`src/rtl/rescale_pkg.sv`:
```
// rescale_pkg: shared widths and helpers for the rescale/ReLU requantisation pipe.
//   DATA_W   signed accumulator width per lane
//   M0_W     signed fixed-point multiplier width
//   OUT_W    signed output width per lane
//   P_W      product width (DATA_W + M0_W), exact for any accumulator * M0
//   R_W      rounding-sum width (P_W + 1), so the rounding add never overflows
//   sat_clamp(r, relu_en) returns {sat_flag, y}
package rescale_pkg;

    localparam int DATA_W = 32;
    localparam int M0_W   = 8;
    localparam int OUT_W  = 8;
    localparam int P_W    = DATA_W + M0_W;
    localparam int R_W    = P_W + 1;

    localparam logic signed [R_W-1:0] OUT_MAX = R_W'((2 ** (OUT_W - 1)) - 1);
    localparam logic signed [R_W-1:0] OUT_MIN = R_W'(-(2 ** (OUT_W - 1)));

    // ReLU zeroing is not a clip event; only range clamping raises sat_flag.
    function automatic logic [OUT_W:0] sat_clamp(
        input logic signed [R_W-1:0] r,
        input logic                  relu_en
    );
        logic             sat;
        logic [OUT_W-1:0] y;
        sat = 1'b0;
        y   = '0;
        if (relu_en && r[R_W-1]) begin
            sat = 1'b0;
            y   = '0;
        end else if (r > OUT_MAX) begin
            sat = 1'b1;
            y   = OUT_MAX[OUT_W-1:0];
        end else if (r < OUT_MIN) begin
            sat = 1'b1;
            y   = OUT_MIN[OUT_W-1:0];
        end else begin
            sat = 1'b0;
            y   = r[OUT_W-1:0];
        end
        return {sat, y};
    endfunction

endpackage

```
`src/rtl/rescale_relu_pipe_lane.sv`:
```
// rescale_lane: one lane of the 3-stage requantisation datapath.
//   clk, rst          clock, synchronous active-high reset
//   en1/en2/en3       per-stage load enables (decided by the top's handshake)
//   relu_en           activation select, sampled as the beat enters S3
//   acc               signed accumulator input
//   y                 registered saturated output
//   sat               clip flag of the beat currently in S2 (counted by the top on S3 load)
module rescale_lane
    import rescale_pkg::*;
#(
    parameter int M0    = 59,
    parameter int SHIFT = 8
) (
    input  logic                     clk,
    input  logic                     rst,
    input  logic                     en1,
    input  logic                     en2,
    input  logic                     en3,
    input  logic                     relu_en,
    input  logic signed [DATA_W-1:0] acc,
    output logic        [OUT_W-1:0]  y,
    output logic                     sat
);

    localparam logic signed [M0_W-1:0] M0_S   = M0_W'(M0);
    localparam int                     RND_SH = (SHIFT > 0) ? SHIFT - 1 : 0;
    // Half-LSB rounding constant; SHIFT=0 needs no rounding.
    localparam logic signed [R_W-1:0]  RND    = (SHIFT > 0) ? (R_W'(1) << RND_SH) : R_W'(0);

    logic signed [P_W-1:0] p_r;
    logic signed [R_W-1:0] r_r;
    logic signed [R_W-1:0] sum_s;
    logic        [OUT_W:0] clamp_s;

    // Rounding sum and activation/clamp for the S2/S3 boundary.
    always_comb begin
        sum_s   = R_W'(p_r) + RND;
        clamp_s = sat_clamp(r_r, relu_en);
        sat     = clamp_s[OUT_W];
    end

    // S1 multiply, S2 round/shift, S3 activate/saturate registers.
    always_ff @(posedge clk) begin
        if (rst) begin
            p_r <= '0;
            r_r <= '0;
            y   <= '0;
        end else begin
            if (en1) p_r <= P_W'(acc) * P_W'(M0_S);
            if (en2) r_r <= sum_s >>> SHIFT;
            if (en3) y   <= clamp_s[OUT_W-1:0];
        end
    end

endmodule

```
`src/rtl/rescale_relu_pipe.sv`:
```
// rescale_relu_pipe: LANES-wide requantisation (acc*M0 + round) >>> SHIFT,
// optional ReLU, signed saturation to OUT_W, 3-stage valid/ready pipeline.
//   clk, rst              clock, synchronous active-high reset
//   relu_en               1: negatives become 0; 0: signed saturate only
//   in_valid/in_ready     input handshake (in_ready has no path from in_valid)
//   in_data               lane i at [i*DATA_W +: DATA_W]
//   out_valid/out_ready   output handshake; out_data held while stalled
//   out_data              lane i at [i*OUT_W +: OUT_W], registered
//   sat_count             lanes clipped since reset, sticks at all-ones
module rescale_relu_pipe
    import rescale_pkg::*;
#(
    parameter int LANES = 4,
    parameter int M0    = 59,
    parameter int SHIFT = 8,
    parameter int CNT_W = 16
) (
    input  logic                    clk,
    input  logic                    rst,
    input  logic                    relu_en,
    input  logic                    in_valid,
    output logic                    in_ready,
    input  logic [LANES*DATA_W-1:0] in_data,
    output logic                    out_valid,
    input  logic                    out_ready,
    output logic [LANES*OUT_W-1:0]  out_data,
    output logic [CNT_W-1:0]        sat_count
);

    localparam int             POP_W   = $clog2(LANES + 1);
    localparam logic [CNT_W:0] CNT_MAX = {1'b0, {CNT_W{1'b1}}};

    logic             v1_r, v2_r;
    logic             ld1_s, ld2_s, ld3_s;
    logic             en1_s, en2_s, en3_s;
    logic [LANES-1:0] sat_s;
    logic [POP_W-1:0] pop_s;
    logic [CNT_W:0]   cnt_sum_s;
    logic [CNT_W-1:0] cnt_next_s;

    genvar gi;
    generate
        for (gi = 0; gi < LANES; gi++) begin : g_lane
            rescale_lane #(
                .M0    (M0),
                .SHIFT (SHIFT)
            ) u_lane (
                .clk     (clk),
                .rst     (rst),
                .en1     (en1_s),
                .en2     (en2_s),
                .en3     (en3_s),
                .relu_en (relu_en),
                .acc     (in_data[gi*DATA_W +: DATA_W]),
                .y       (out_data[gi*OUT_W +: OUT_W]),
                .sat     (sat_s[gi])
            );
        end
    endgenerate

    // Stage load chain: a stage loads when empty or when its content moves on,
    // so bubbles collapse. Data registers only load on a real beat.
    always_comb begin
        ld3_s    = ~out_valid | out_ready;
        ld2_s    = ~v2_r | ld3_s;
        ld1_s    = ~v1_r | ld2_s;
        en1_s    = ld1_s & in_valid;
        en2_s    = ld2_s & v1_r;
        en3_s    = ld3_s & v2_r;
        in_ready = ld1_s;
    end

    // Popcount of clip flags and saturating counter increment.
    always_comb begin
        pop_s = '0;
        for (int i = 0; i < LANES; i++) begin
            pop_s = pop_s + POP_W'(sat_s[i]);
        end
        cnt_sum_s = {1'b0, sat_count} + (CNT_W + 1)'(pop_s);
        if (cnt_sum_s > CNT_MAX) begin
            cnt_next_s = CNT_MAX[CNT_W-1:0];
        end else begin
            cnt_next_s = cnt_sum_s[CNT_W-1:0];
        end
    end

    // Stage valids and the clip counter.
    always_ff @(posedge clk) begin
        if (rst) begin
            v1_r      <= 1'b0;
            v2_r      <= 1'b0;
            out_valid <= 1'b0;
            sat_count <= '0;
        end else begin
            if (ld1_s) v1_r      <= in_valid;
            if (ld2_s) v2_r      <= v1_r;
            if (ld3_s) out_valid <= v2_r;
            if (en3_s) sat_count <= cnt_next_s;
        end
    end

endmodule
```
`config.mk`:
```
export PLATFORM = sky130hd
export DESIGN_NAME = rescale_relu_pipe
export DESIGN_NICKNAME = d
export VERILOG_FILES = /design/src/rtl/rescale_pkg.sv /design/src/rtl/rescale_relu_pipe_lane.sv /design/src/rtl/rescale_relu_pipe.sv
export SDC_FILE = /design/constraint.sdc
export NUM_CORES = 2
export LEC_CHECK = 0
export BUFFER_PORTS_ARGS = -buffer_cell sky130_fd_sc_hd__clkbuf_2
export CORE_ASPECT_RATIO = 1.5
export CORE_MARGIN = 2
export CORE_UTILIZATION = 60
export DETAILED_ROUTE_END_ITERATION = 16
export GPL_ROUTABILITY_DRIVEN = 0
export PLACE_DENSITY = 0.79
export SLEW_MARGIN = 40
export SYNTH_ARGS = -nofsm -noshare
export SYNTH_HDL_FRONTEND = slang
export SYNTH_SLANG_ARGS = --single-unit
```
`constraint.sdc`:
```
create_clock -name clk -period 11 [get_ports clk]
set_input_delay 1.1 -clock clk [delete_from_list [all_inputs] [get_ports clk]]
set_output_delay 1.1 -clock clk [all_outputs]
set_load 0.1 [all_outputs]
```
==> flow_summary.yaml <==
clock_network:
  postCtsHoldBufs: 0
  clock_sinks: 307
  cts-htree-levels: 1
  cts-root-buf: "clkbuf_16"
  ctsResizeCount: 0
  postCtsSetupRepairBufs: 0
  clk_pin_slew_worst_paths_ps: 60
  clk_path_buf_depth: 3
  cts_buffers: 29
  cts_tree: "done"
  clock_latency_ps: 560
timing:
  drv_slew: 0
  finClkSkew_ps: 10.8
  post-route-period-util_pct: 47.6
  max-slew-margin-rel_pct: 47.2
  setup_tns_ps: 0
  max_freq_ghz: 0.191
  timing.hold.ws_ps: 458
  setup_viol: 0
  tightest_slew_ps: 792
  hold_viol: 0
  fin_crit_ps: 5240
  rsz0062_at_grt: "false"
run:
  cap_viol_max_count: 0
logic_synthesis:
  netlist_area_um2: 32700
  yosysTopAreaCellShare_pct: 22.3
  synth_xor_area_share_pct: 5.30
  synth_simple_gate_area_share_pct: 13.7
  muxShareOfSynthArea_pct: 0.222
  ys_types: 93
  synth.avg_cell_area_um2: 8.79
  synth_fa_ha_area_share_pct: 38.7
  synth_edf_count: 0
  synth_top_area_cell: "fa_1"
  yosysWarnings: 0
  synth_compound_area_share_pct: 14.8
  ys_seq_area_share_pct: 18.8
  dominantRegCellSynth: "dfxtp_1"
  synth_top_family_by_area: "adder cells"
  synth_common_cells: "inv_1 (635), ha_1 (428), fa_1 (365), dfxtp_1 (307), nand2_1 (292)"
  syn_nets: 4647
  synthTopCellsByArea: "fa_1 (22%), dfxtp_1 (19%), ha_1 (16%)"
  synth-async-reset-ratio_pct: 0
  syn_inst: 3721
  synth_most_common_cell: "inv_1"
  ys_ff_latch: 307
power_and_ir_drop:
  p_per_area_nw_per_um2: 216
  ir_drop_uv: 111
  intPower_uw: 4160
  seqPwrFrac_pct: 20.3
  switchingPower_uw: 3470
  total_power_uw: 7640
  p_clk_share_pct: 14.3
  swShare_pct: 45.5
  p_leak_uw: 0.0169
  combPwrFrac_pct: 65.5
worst_setup_path:
  cp-start-kind: "primary input"
  end_kind: "register"
  slowest_delay_ps: 580
  cpMaxStageDelayCell: "fa_1"
  required_ps: 11450
  crit_arrival_ps: 5690
  crit_fanout: 8
  crit_type: "primary input to register"
  worstPathCellList: "clkbuf_2, ha_1, inv_1, fa_1, inv_1, fa_1, fa_1, ha_1, and4_1, nand2_1, a21oi_1, a21bo_2, a21oi_2, o21bai_2, a2111oi_2, o21ai_0, a32o_1"
  cpMostUsedCell: "fa_1"
route:
  drtIter0Drc: 998
  drc: 0
  drtPass1Iterations: 5
  ant_nets: 0
  vias: 25600
  drt_wl_total_um: 69500
  viasPerCell: 5.61
  avgRoutedWirePerCell_um: 15.3
cells_and_area:
  drive_gt1_share_pct: 7.61
  post-route-util_pct: 65.7
  syn2layout_area_growth_pct: 7.91
  antenna_cells: 0
  fin_nets: 4767
floorplanning:
  initial_core_util_pct: 60.9
  fp.coreArea_um2: 53700
  io_pins: 183
  die_area_um2: 56400
  die_x_um: 195
  rows: 104
  die_h_um: 290
global_route:
  grt_max_degree: 119
  track_usage_pct: 25.2
  grt_pass1_vias: 26300
  gr-total-overflow: 0
  grt_antenna_before_repair: 0
  grt_pass1_wl_um: 121000
placement:
  numPortBuffers: 182
  hpwl_um: 56400
worst_hold_path:
  min_path_type: "register to register"
status:
  status: "complete, no violations"
-- cell type report --
| cell class | instances | area (um^2) |
|---|---|---|
| Clock buffer | 37 | 796 |
| Clock inverter | 16 | 234 |
| Fill cell | 4674 | 18400 |
| Inverter | 635 | 2380 |
| Multi-Input combinational cell | 2674 | 23800 |
| Sequential cell | 307 | 6150 |
| Tap cell | 689 | 862 |
| Timing Repair Buffer | 194 | 1020 |
-- stage by stage --
| step | worst slack, ps | area (um^2) | std cells |
|---|---|---|---|
| floorplan | 5740 | 32700 | 3721 |
| global placement | 5330 | 34200 | 4499 |
| detailed placement | 5200 | 34200 | 4499 |
| CTS | 5790 | 35300 | 4552 |
| global route | 5520 | 35300 | 4552 |
| finish | 5760 | 35300 | 4552 |
-- worst max-delay path, delay by kind of cell --
family / cells / cell delay (ps)
AND/OR/NAND/NOR: 2 / 320
adder cells (fa/ha/maj): 5 / 2280
buffers and inverters: 3 / 280
AO/OA/AOI/OAI: 7 / 1710
-- routing by layer --
metal  wire, um  GRT usage [%]  vias up
met2      37700           49.3      362
met4       1280           5.27        0
li1           -              -    12700
met5          0              0        -
met3       2380           2.94       88
met1      28200           29.1    12400
-- cells in the final DEF, fill, tap and decap left out, drive strengths merged, types with 114 or more instances in the layout --
cell | synthesis | routed
nand2 | 292 | 292
fa | 365 | 365
inv | 635 | 636
a211oi | 119 | 119
ha | 428 | 428
nor2 | 252 | 252
a21oi | 248 | 248
o21ai | 114 | 114
dfxtp | 307 | 307
clkbuf | 95 | 219
xor2 | 118 | 118
-- final timing paths --
| kind | from | to | slack [ps] | depth (start not counted) |
|---|---|---|---|---|
| setup / recovery | in_data[45] | g_lane[1].u_lane.p_r[36] | 5760 | 17 |
| hold / removal | g_lane[0].u_lane.r_r[0] | g_lane[0].u_lane.r_r[0] | 460 | 2 |
| setup reg to reg | g_lane[2].u_lane.r_r[12] | sat_count[7] | 6730 | 13 |
| hold reg to reg | g_lane[0].u_lane.r_r[0] | g_lane[0].u_lane.r_r[0] | 460 | 2 |
-- sequential cells by signal (all words and copies together) (netlist names) --
signal / count
g_lane.u_lane.p_r: 128
g_lane.u_lane.y: 32
v2_r: 1
v1_r: 1
g_lane.u_lane.r_r: 128
out_valid: 1
sat_count: 16
-- power groups by stage --
stage	clock, uW	sequential [uW]	combinational [uW]
3_5_place_dp	0	1570	4990
5_1_grt	1150	1580	5710
6_report	1090	1550	5000
3_3_place_gp	0	1560	4870
4_1_cts	1110	1550	5030
2_1_floorplan	0	1560	3960
-- cells by family (layout without fill, tap and decap cells) --
group | after synthesis | in the layout
AND/OR/NAND/NOR | 937 | 937
multiplexers | 7 | 7
buffers and inverters | 740 | 882
XOR/XNOR | 198 | 198
adder cells (fa/ha/maj) | 793 | 793
flip-flops | 307 | 307
AO/OA/AOI/OAI | 739 | 739
Note: power is estimated with default switching activity, not from simulation.
